**src/rtl/alu_pkg.sv**
```systemverilog
// Shared datapath constants for the ALU, decoder and register file / PSR stage.
package alu_pkg;

  localparam int DATA_W = 16;
  localparam int ADDR_W = 4;
  localparam int FLAG_W = 5;

  // PSR bit positions, ZCFNL order from MSB down.
  localparam int FLAG_Z = 4;
  localparam int FLAG_C = 3;
  localparam int FLAG_F = 2;
  localparam int FLAG_N = 1;
  localparam int FLAG_L = 0;

  localparam logic [FLAG_W-1:0] MASK_ZONLY = 5'b10000;
  localparam logic [FLAG_W-1:0] MASK_ALL   = 5'b11111;
  localparam logic [FLAG_W-1:0] MASK_NL    = 5'b00011;

  function automatic logic [FLAG_W-1:0] apply_mask(input logic [FLAG_W-1:0] old_flags,
                                                   input logic [FLAG_W-1:0] new_flags,
                                                   input logic [FLAG_W-1:0] mask);
    return (old_flags & ~mask) | (new_flags & mask);
  endfunction

endpackage

```
**src/rtl/alu_regfile_psr_psr_reg.sv**
```systemverilog
// psr_reg: masked flag register with asynchronous active-low reset.
// Only bits selected by mask_i are updated when we_i is high.
module psr_reg
  import alu_pkg::*;
#(
  parameter int W = FLAG_W
) (
  input  logic         clk,
  input  logic         rst_n,
  input  logic         we_i,
  input  logic [W-1:0] mask_i,
  input  logic [W-1:0] flags_i,
  output logic [W-1:0] psr_o
);

  logic [W-1:0] flags_q;
  logic [W-1:0] flags_d;

  always_comb begin
    flags_d = flags_q;
    if (we_i) begin
      flags_d = (flags_q & ~mask_i) | (flags_i & mask_i);
    end
  end

  always_ff @(posedge clk or negedge rst_n) begin
    if (!rst_n) begin
      flags_q <= '0;
    end else begin
      flags_q <= flags_d;
    end
  end

  assign psr_o = flags_q;

endmodule

```
**src/rtl/alu_regfile_psr.sv**
```systemverilog
// Register file (16 x 16-bit GPRs) plus PSR around the ALU, with a write counter.
// Optional same-cycle write-to-read forwarding when ALU_REGFILE_BYPASS_EN is defined.
module alu_regfile_psr
  import alu_pkg::*;
#(
  parameter int DATA_W_P = DATA_W,
  parameter int ADDR_W_P = ADDR_W,
  parameter int FLAG_W_P = FLAG_W
) (
  input  logic                clk,
  input  logic                rst_n,
  input  logic [ADDR_W_P-1:0] rd_addr_a,
  input  logic [ADDR_W_P-1:0] rd_addr_b,
  output logic [DATA_W_P-1:0] rd_data_a,
  output logic [DATA_W_P-1:0] rd_data_b,
  input  logic                wb_we,
  input  logic [ADDR_W_P-1:0] wb_addr,
  input  logic [DATA_W_P-1:0] wb_data,
  input  logic                wb_flag_we,
  input  logic [FLAG_W_P-1:0] wb_flag_mask,
  input  logic [FLAG_W_P-1:0] wb_flags,
  output logic [FLAG_W_P-1:0] psr,
  output logic [15:0]         wb_count
);

  localparam int DEPTH = 2 ** ADDR_W_P;

  logic [DATA_W_P-1:0] gpr_q [DEPTH];
  logic [DATA_W_P-1:0] gpr_d [DEPTH];
  logic [15:0]         count_q;
  logic [15:0]         count_d;

  // wb_addr is only used under wb_we, so an unknown address while idle never reaches state.
  always_comb begin
    gpr_d   = gpr_q;
    count_d = count_q;
    if (wb_we) begin
      gpr_d[wb_addr] = wb_data;
      count_d        = count_q + 16'd1;
    end
  end

  always_ff @(posedge clk or negedge rst_n) begin
    if (!rst_n) begin
      for (int i = 0; i < DEPTH; i++) begin
        gpr_q[i] <= '0;
      end
      count_q <= '0;
    end else begin
      gpr_q   <= gpr_d;
      count_q <= count_d;
    end
  end

`ifdef ALU_REGFILE_BYPASS_EN
  // Forwarding is gated by rst_n so reads still return zero while reset is held.
  always_comb begin
    rd_data_a = gpr_q[rd_addr_a];
    rd_data_b = gpr_q[rd_addr_b];
    if (rst_n && wb_we && (rd_addr_a == wb_addr)) begin
      rd_data_a = wb_data;
    end
    if (rst_n && wb_we && (rd_addr_b == wb_addr)) begin
      rd_data_b = wb_data;
    end
  end
`else
  assign rd_data_a = gpr_q[rd_addr_a];
  assign rd_data_b = gpr_q[rd_addr_b];
`endif

  psr_reg #(
    .W(FLAG_W_P)
  ) u_psr (
    .clk    (clk),
    .rst_n  (rst_n),
    .we_i   (wb_flag_we),
    .mask_i (wb_flag_mask),
    .flags_i(wb_flags),
    .psr_o  (psr)
  );

  assign wb_count = count_q;

endmodule

```
**config.mk**
```make
export PLATFORM = sky130hd
export DESIGN_NAME = alu_regfile_psr
export DESIGN_NICKNAME = d
export VERILOG_FILES = /design/src/rtl/alu_pkg.sv /design/src/rtl/alu_regfile_psr_psr_reg.sv /design/src/rtl/alu_regfile_psr.sv
export SDC_FILE = /design/constraint.sdc
export NUM_CORES = 1
export LEC_CHECK = 0
export CAP_MARGIN = 20
export CORE_UTILIZATION = 55
export CTS_BUF_LIST = sky130_fd_sc_hd__clkbuf_8
export DETAILED_ROUTE_END_ITERATION = 10
export PLACE_DENSITY = 0.75
export SLEW_MARGIN = 15
export SYNTH_ARGS = -nofsm -noshare
export SYNTH_HDL_FRONTEND = slang
export SYNTH_SLANG_ARGS = --single-unit
```
**constraint.sdc**
```tcl
create_clock -name clk -period 2.34 [get_ports clk]
set_clock_uncertainty 0.15 [all_clocks]
set_input_delay 0.351 -clock clk [delete_from_list [all_inputs] [get_ports clk]]
set_output_delay 0.351 -clock clk [all_outputs]
set_load 0.05 [all_outputs]
```
After elaboration in Yosys (flattened, before gate mapping)
Index checks and enable logic that the tools add are counted.
{"block": "word_totals", "register_bits": 277, "latch_bits": 0, "ramBits": 0, "romBits": 0, "in_bits": 42, "word_cells": 40, "mem_count": 0}
{"block": "op_classes", "add_sub_neg": 1, "n_mul": 0, "div_mod_pow": 0, "order_cmp": 4, "n_eq_ne": 0, "n_shift": 0, "muxes": 9, "n_bitwise": 7, "n_reduce_logical": 1}
{"cell": "256-bit bitwise mux", "n": 1}
{"cell": "16-bit binary-select mux with 4-bit select", "n": 2}
{"cell": "16-bit 2-to-1 mux", "n": 5}
{"cell": "16-bit demux with 4-bit select", "n": 1}
{"cell": "16-bit by 1-bit adder with 16-bit output, second input constant", "n": 1}
{"cell": "5-bit greater-or-equal comparator, second input constant", "n": 3}
{"cell": "4-bit NOT with 5-bit output", "n": 3}
{"cell": "5-bit bitwise AND", "n": 2}
{"cell": "5-bit by 1-bit < comparator with 1-bit output, second input constant", "n": 1}
{"cell": "5-bit NOT", "n": 1}
{"cell": "5-bit bitwise OR", "n": 1}
{"cell": "1-bit logical AND", "n": 1}

Logic depth before layout (Yosys ltp)
Gate-level depths: netlist (run 1).
{"block": "logic_depth", "ltp_word": 6, "ltp_mapped": 6, "mapped_depth_nobuf": 5}

Hierarchy
A second synthesis (run 1) with hierarchy kept.
{"block": "hier_totals", "hier_cells": 923, "area_unflattened_um2": 14310.0}
{"module": "alu_regfile_psr", "instances": 1, "cells_per_inst": 908, "area_per_inst_um2": 14091.0, "seq_area_each_um2": 6806.5}
{"module": "psr_reg", "instances": 1, "cells_per_inst": 15, "area_per_inst_um2": 219.0, "seq_area_each_um2": 125.1}

Worst setup path before layout (run 1)
Ideal clock, no wire load.
{"block": "synth_path", "path_kind": "in2out", "startpoint": "input rd_addr_a[0]", "endpoint": "output rd_data_a[10]", "arrival_time_ns": 1.878, "required_ns": 1.839, "path_slack_ns": -0.039, "cell_stages": 5, "path_buffers": 2, "cell_sequence": "buf_2 > buf_2 > mux4_2 > a22oi_1 > nand2_1"}
{"block": "synth_between", "elab_chain_len": 4}
{"item": "from (decl)", "line_no": "alu_regfile_psr.sv:12", "rtl": "input logic [ADDR_W_P-1:0] rd_addr_a,"}
{"item": "4-bit NOT with 5-bit output (not written as such)", "line_no": "alu_regfile_psr.sv:68", "rtl": "assign rd_data_a = gpr_q[rd_addr_a];"}
{"item": "16-bit binary-select mux with 4-bit select", "line_no": "alu_regfile_psr.sv:68"}
{"item": "16-bit 2-to-1 mux (not written as such) (2 in series)", "line_no": "alu_regfile_psr.sv:68"}
{"item": "to (decl)", "line_no": "alu_regfile_psr.sv:14", "rtl": "output logic [DATA_W_P-1:0] rd_data_a,"}
No other way between the ends. The select of a mux whose other input is x is not followed.

Final worst setup path (run 1)
{"block": "layout_path", "startpoint": "register gpr_q[64] in the netlist's numbering", "endpoint": "output rd_data_b[0]"}
{"block": "layout_between", "elab_chain_len": 3}
{"item": "from (decl)", "line_no": "alu_regfile_psr.sv:28", "rtl": "logic [DATA_W_P-1:0] gpr_q [DEPTH];"}
{"item": "from (signal assigned)", "line_no": "alu_regfile_psr.sv:50", "rtl": "gpr_q <= gpr_d;"}
{"item": "16-bit binary-select mux with 4-bit select", "line_no": "alu_regfile_psr.sv:69", "rtl": "assign rd_data_b = gpr_q[rd_addr_b];"}
{"item": "16-bit 2-to-1 mux (not written as such) (2 in series)", "line_no": "alu_regfile_psr.sv:69"}
{"item": "to (decl)", "line_no": "alu_regfile_psr.sv:15", "rtl": "output logic [DATA_W_P-1:0] rd_data_b,"}
No other way between the ends. The select of a mux whose other input is x is not followed.

==> results.md, run 1 <==
- Status: complete, but fails checks
- Failing checks: setup timing
- Share of post-route cells with drive strength above 1: 61.4%
- Antenna violations before repair: 2
- Synth Area in XOR/XNOR: less than 1%
- GRT Total Usage: around 30%
- Commonest cells after routing, fill and taps aside: dfrtp_1 (277), mux2_2 (232), mux4_2 (128)
- TritonCTS clock tree: yes
- Design Area, Final: 18200 µm²
- Synth-to-Final Area Change: 27.5%
- Worst Setup SP: gpr_q[64]
- CP Buf/Inv Count: 2
- Final worst setup slack: -0.192 ns
- GPL Wtd Cong: 0.824
- Worst EP arrival: 2.03 ns
- R2R depth: 5
- Vias in the first global route: slightly below 10000
- PD cells: about 890 nW/µm²
- Worst IR Drop VDD: 0.623 mV
- EDFF count, synth: 0
- FF-to-FF End: wb_count[12]
- Synth Area in Compound Gates: 3.37%
- Drt initial violations: 577
- Fillcell total: 1625
- # H-tree levels: 2
- Slowest stage delay, CP: 0.48 ns
- Main combinational cell family by area after synthesis: multiplexers
- Chip Width: between 150 and 200 µm
- First drt pass iteration count: 5
- WHS: 0.150 ns
- Critical path peak fanout: 3
- Count of pins over their slew limit: 0
- Routed length per placed instance: 25.1 µm
- Share of synthesized flip-flops with an asynchronous set or reset: 100%
- Num CTS Buffers: 48
- Mean Syn Cell Area: 15.5 µm²
- Core Rows: 58
- Final nets: about 1100
- Endpoints failing hold: 0
- Max-cap violations: 0
- Post-DP HPWL: 24.0 mm
- Post-synth top flop: dfrtp_1
- Post-layout min period: 2.53 ns
- WS Path Type: reg2out
- Cell Area, Placed: 16800 µm²
- Lkg Pwr: 7.73 nW
- Number of clock sinks: 277
- DR vias/cell: 6.27
- Tcrit/Tclk final: 108%
- RR Startpoint: wb_count[0]
- Worst-path clk slew: about 0.06 ns
- Die height: 163 µm
- R2r setup slk: between 0.7 and 0.8 ns
- Top delay family on crit path: multiplexers
- Slowest-stage cell, CP: mux4_2
- Initial core utilization: 56.4%
- Synthesized net count: 962
- Synth Cell Area: roughly 14000 µm²
- Final Routed Wirelength: between 30 and 40 mm
- Fraction of synthesized area in multiplexers: 41.1%
- Flops & latches, synth: 277
- Die Area: 26600 µm²
- Critical Path Sink Type: output port
- Required time worst endpoint: 1.84 ns
- Num ports: 95
- Grt ovf: 0
- Port Buffers: 94
- Post-synthesis simple-gate area fraction: 3.35%
- Drt drc: 0
- Synthesized instance count: 919
- Worst hold-check path type: in2async
- Clock latency on the worst-skew pair: 0.55 ns
- First-pass GRT wire length: 57.3 mm
- Routed Antenna Nets: 0
- Fmax: 395 MHz
- Post-synth cell types: 30
- RSZ-0062 raised after global routing: yes
- CORE AREA: 25300 µm²
- Worst path depth: 5
- Startpoint types: flip-flop
- Setup-failing EPs final: 32
- CTS root buffer: clkbuf_8
- Synth Warn #: 0
- Largest net degree at the start of global routing: 56
- Commonest non-fill, non-tap cell in the layout: dfrtp_1
- Max_slew headroom: 58.1%
- Synth Area in Adders: 0.0877%
- Vias: between 9000 and 10000
- Worst-case clock buffer depth: 3
- CP Cell Sequence: mux4_2, a22oi_2, buf_4, nand2_4, buf_12
- Worst-Margin Slew: 0.626 ns
- Seq/Total Area, Yosys: 48.6%
- Worst Setup EP: rd_data_b[0]
==> state kept, by name, summed over array words and instances (netlist names), named ones only <==
name / count
gpr_q: 256
wb_count: 16
==> cell usage after synthesis, types with 4 or more instances <==
| cell | n | area [µm²] |
|---|---|---|
| nor2_1 | 8 | 30.0 |
| xnor2_1 | 8 | 70.1 |
| buf_2 | 32 | 160 |
| mux2_2 | 232 | 2610 |
| dfrtp_1 | 277 | 6930 |
| mux4_2 | 128 | 2880 |
| xor2_1 | 7 | 61.3 |
| nand2_1 | 44 | 165 |
| nor2b_1 | 4 | 25.0 |
| a22oi_1 | 64 | 480 |
| mux2_4 | 10 | 150 |
| nand4_1 | 5 | 31.3 |
| clkbuf_1 | 42 | 158 |
| mux2_1 | 20 | 225 |
| nor2_2 | 8 | 50.1 |
==> metrics by stage <==
| step | utilization (%) | power (mW) | setup slack, ns | std cells | TNS (ns) |
|---|---|---|---|---|---|
| after floorplan | - | 9.75 | 0.0310 | 919 | 0 |
| after detailed placement | 66.3 | 11.6 | -0.0337 | 1353 | -0.301 |
| after CTS | 71.6 | 16.3 | -0.223 | 1450 | -3.37 |
| final | 71.8 | 16.2 | -0.192 | 1455 | -2.55 |
| after global placement | 66.3 | 11.4 | -0.0449 | 1353 | -0.133 |
| after global routing | 71.8 | 17.0 | -0.260 | 1453 | -4.44 |
==> power by group <==
part           internal (mW)  leakage [nW]  switching [mW]
logic                   2.88          3.75            2.20
clock network           2.44         0.573            1.98
registers               5.90          3.41           0.821
total                   11.2          7.73            4.99
==> how the worst min path moves through the flow <==
stage          start                          to  slack [ns]  depth (start not counted)
2_1_floorplan  rst_n  asynchronous set/reset pin       -0.09                          0
3_3_place_gp   rst_n  asynchronous set/reset pin        0.16                          1
3_5_place_dp   rst_n  asynchronous set/reset pin        0.16                          1
4_1_cts        rst_n  asynchronous set/reset pin        0.14                          2
5_1_grt        rst_n  asynchronous set/reset pin        0.18                          2
6_report       rst_n  asynchronous set/reset pin        0.15                          2
==> cells by family after synthesis <==
| group | after synthesis |
|---|---|
| flops | 277 |
| xor+xnor | 15 |
| compound gates | 64 |
| mux | 390 |
| simple gates | 91 |
| fa+ha+maj | 1 |
| buf+inv | 81 |
==> metal layers <==
layer,routed length (µm),track usage (%)
met1,14800,38.3
met2,18500,47.6
met3,2200,6.55
met4,1100,11.2
met5,23,0
==> timing repair <==
| item | in CTS | in global routing |
|---|---|---|
| hold endpoints to repair | 184 | 0 |
| setup endpoints to repair | 34 | 36 |
| pin swaps | 56 | 5 |
| hold buffers | 1 | 0 |
| setup buffers | 7 | 3 |
| resized for setup | 64 | 7 |
==> final cells by class <==
type | instances | area, µm² | area share, %
Clock buffer | 64 | 881 | 4.84
Timing Repair Buffer | 196 | 2460 | 13.5
Multi-Input combinational cell | 561 | 7390 | 40.6
Tap cell | 330 | 413 | 2.27
Sequential cell | 277 | 6930 | 38.1
Clock inverter | 25 | 110 | 0.605
Antenna cell | 2 | 5.00 | 0.0275
No activity file was read; power rests on OpenSTA's default activity.
==> run 2: changes to the inputs <==
- CELL_PAD_IN_SITES_DETAIL_PLACEMENT: unset -> 1
- CELL_PAD_IN_SITES_GLOBAL_PLACEMENT: unset -> 2
- CORE_UTILIZATION: 55 -> 45
- PLACE_DENSITY: 0.75 -> unset
- PLACE_DENSITY_LB_ADDON: unset -> 0.1
- SYNTH_HIERARCHICAL: unset -> 1
==> run 2 against run 1 <==
Net effect:
- the flow still finishes with violations (setup timing)
- count of clock-buffer cells in the layout is 2 lower
- critical path depth fell by 1
- first-iteration DRC count shrank 12%
- total power rose by 0.55%
- worst hold slack better by 0.023 ns
- design area down 0.94%
- synthesized area rose by 0.25%
- combinational power is essentially flat
- register-to-register slack got worse by 0.16 ns
- die area rose by 22%
- critical path type unchanged
- largest power group unchanged
- highest routed layer unchanged
==> results.md, run 2 <==
- PD cells: about 900 nW/µm²
- Vias: 9207
- Worst-case clock buffer depth: 3
- Pwr Total: 16.3 mW
- CP Buf/Inv Count: 1
- Post-synth top area cell: dfrtp_1
- Mean Syn Cell Area: between 15 and 20 µm²
- Post-synthesis simple-gate area fraction: around 3.4%
- Met3 usage: 4.77%
- EDFF count, synth: 0
- Drt initial violations: roughly 510
- Routing usage on met1: 35.8%
- Die Area: 32500 µm²
- First-pass GRT wire length: 66.7 mm
- CP Cell Sequence: mux4_2, a22oi_2, nand2_2, buf_12
- Slowest-stage cell, CP: mux4_2
- Post-layout min period: 2.54 ns
- Worst IR Drop VDD: 0.685 mV
- Seq/Total Area, Yosys: between 40% and 50%
- Antenna violations before repair: 2
- Vias in the first global route: 10625
- Switching Share: 32.0%
- Post-synth cell types: 31
- Chip Width: 180 µm
- Worst-path clk slew: roughly 0.07 ns
- Synthesized net count: 966
- Num CTS Buffers: slightly above 50
- Routed Antenna Nets: 0
- Final nets: 1108
- Post-DP HPWL: 27.8 mm
- Design Area, Final: about 18000 µm²
- Required time worst endpoint: 1.84 ns
- RSZ-0062 raised after global routing: yes
- CORE AREA: approximately 30000 µm²
- Num ports: 95
- Synth top area share: 48.4%
- Status: complete, but fails checks
- Core Rows: 64
- Slowest stage delay, CP: ~0.48 ns
- DR vias/cell: slightly above 6
- Commonest non-fill, non-tap cell in the layout: dfrtp_1
- Post-synth top flop: dfrtp_1
- Number of clock sinks: 277
- Count of pins over their slew limit: 0
- Synth Area in Adders: less than 1%
- WS Path Type: reg2out
- Count leader, synth: dfrtp_1
- Max_slew headroom: 56.3%
- Final Util: 58.3%
- Startpoint types: flip-flop
- Synth Area in XOR/XNOR: 0.918%
- GPL Wtd Cong: around 0.77
- Routed length per placed instance: 28.2 µm
- Largest net degree at the start of global routing: 66
- Port Buffers: 94
- Top delay family on crit path: multiplexers
- Drt drc: 0
- R2r setup slk: 0.55 ns
- Net load switching power: 5.23 mW
- Synth top cells by count: dfrtp_1 (277), mux2_2 (227), mux4_2 (128)
- Synth Area in Compound Gates: 3.36%
- Max-cap violations: 0
- M2 GR Usage: 45.5%
- Die height: 180 µm
- Worst hold-check path type: in2async
- Endpoints failing hold: 0
- First drt pass iteration count: 4
- TritonCTS clock tree: yes
- Part of the power in registers: between 40% and 50%
- Critical Path Sink Type: output port
- Post-Place Setup Slack: -0.150 ns
- Flops & latches, synth: 277
- RR Startpoint: wb_count[3]
- Fraction of synthesized area in multiplexers: 41.2%
- Top Usage Layer GRT: met2
- Clock share of power: 27.4%
- Final Routed Wirelength: 42.2 mm
- Largest Register: gpr_q
- Cell Area, Placed: between 15000 and 20000 µm²
- Share of synthesized flip-flops with an asynchronous set or reset: 100%
- CTS root buffer: clkbuf_8
- GRT Total Usage: 27.3%
- Fmax: 393 MHz
- Initial core utilization: 46.3%
- Max reg flops: ~260
- Synthesized instance count: 923
- Commonest cells after routing, fill and taps aside: dfrtp_1 (277), mux2_2 (227), mux4_2 (128)
- Combinational share of power: 31.1%
- Worst EP arrival: 2.04 ns
- Synth Warn #: 6
- Synth-to-Final Area Change: 26.0%
- Main combinational cell family by area after synthesis: multiplexers
- Worst Setup SP: gpr_q[194]
- Synth Cell Area: between 10000 and 15000 µm²
- Tcrit/Tclk final: 109%
- Critical path peak fanout: 3
- Share of post-route cells with drive strength above 1: 60.3%
- # H-tree levels: 2
- Grt ovf: 0
- Failing checks: setup timing
- Final worst setup slack: -0.205 ns
- Dominant cells by area after synthesis: dfrtp_1 (48%), mux4_2 (20%), mux2_2 (18%)
- Lkg Pwr: 7.58 nW
- Worst-Margin Slew: approximately 0.65 ns
- Clock latency on the worst-skew pair: 0.58 ns
- Setup-failing EPs final: 32
- Pint: 11.1 mW
## run 2: metrics by stage
stage / hold slack (ns) / std cells / setup TNS, ns
2_1_floorplan: -0.0946 / 923 / 0
3_3_place_gp: 0.197 / 1404 / -0.572
3_5_place_dp: 0.209 / 1404 / -0.905
4_1_cts: 0.176 / 1496 / -4.73
5_1_grt: 0.218 / 1496 / -5.52
6_report: 0.174 / 1497 / -3.48
## run 2: kinds of logic (layout without fill, tap and decap cells)
family | count (synthesis) | count (layout)
simple gates | 93 | 93
buf+inv | 83 | 260
xor+xnor | 15 | 15
mux | 390 | 390
fa+ha+maj | 1 | 1
other cells | 0 | 1
compound gates | 64 | 64
flops | 277 | 277
## run 2: layout make-up
type,count,area (µm²)
timing repair buffer,170,2220
multi-input combinational,563,7400
fill,2848,12900
tap,396,495
antenna,1,2.50
sequential,277,6930
clock inverter,26,115
clock buffer,62,853
inverter,2,7.51
## run 2: worst register-to-register path, cell delays in order (launching register included)
cell	delay [ns]
dfrtp_1	0.42
and3_1	0.24
nand3_1	0.26
nor4_1	0.43
xor2_1	0.19
## run 2: path summary, 6_finish.rpt
path	end	cells past startpoint
setup reg to reg	wb_count[15]	4
hold reg to reg	wb_count[5]	1
max in group asynchronous	gpr_q[193]	3
setup / recovery	rd_data_a[2]	4
min in group clk	flip-flop	2
hold / removal	gpr_q[225]	2
## run 2: power groups by stage
stage / clock [mW] / sequential (mW) / combinational, mW
3_3_place_gp: 0 / 6.65 / 4.76
2_1_floorplan: 0 / 6.76 / 3.01
5_1_grt: 4.77 / 6.93 / 5.35
3_5_place_dp: 0 / 6.84 / 4.93
4_1_cts: 4.58 / 6.77 / 5.10
6_report: 4.47 / 6.77 / 5.07
## run 2: what timing repair did
action	CTS	global route
hold buffers	1	0
setup endpoints to repair	44	32
endpoints found under the hold margin	60	0
gates resized for setup	68	5
pin swaps	52	7
setup buffers	3	0
## run 2: per-layer routing
| metal | share of wire (%) | wire [µm] |
|---|---|---|
| met3 | 4.7 | 2000 |
| met4 | 3.0 | 1270 |
| met1 | 42 | 17700 |
| met2 | 50 | 21200 |
| met5 | 0.033 | 14 |
==> run 3: changes to the inputs <==
- ABC_CLOCK_PERIOD_IN_PS: unset -> 2340
==> results of run 3 <==
No change in the layout: final DEF, timing and power equal those of run 2.
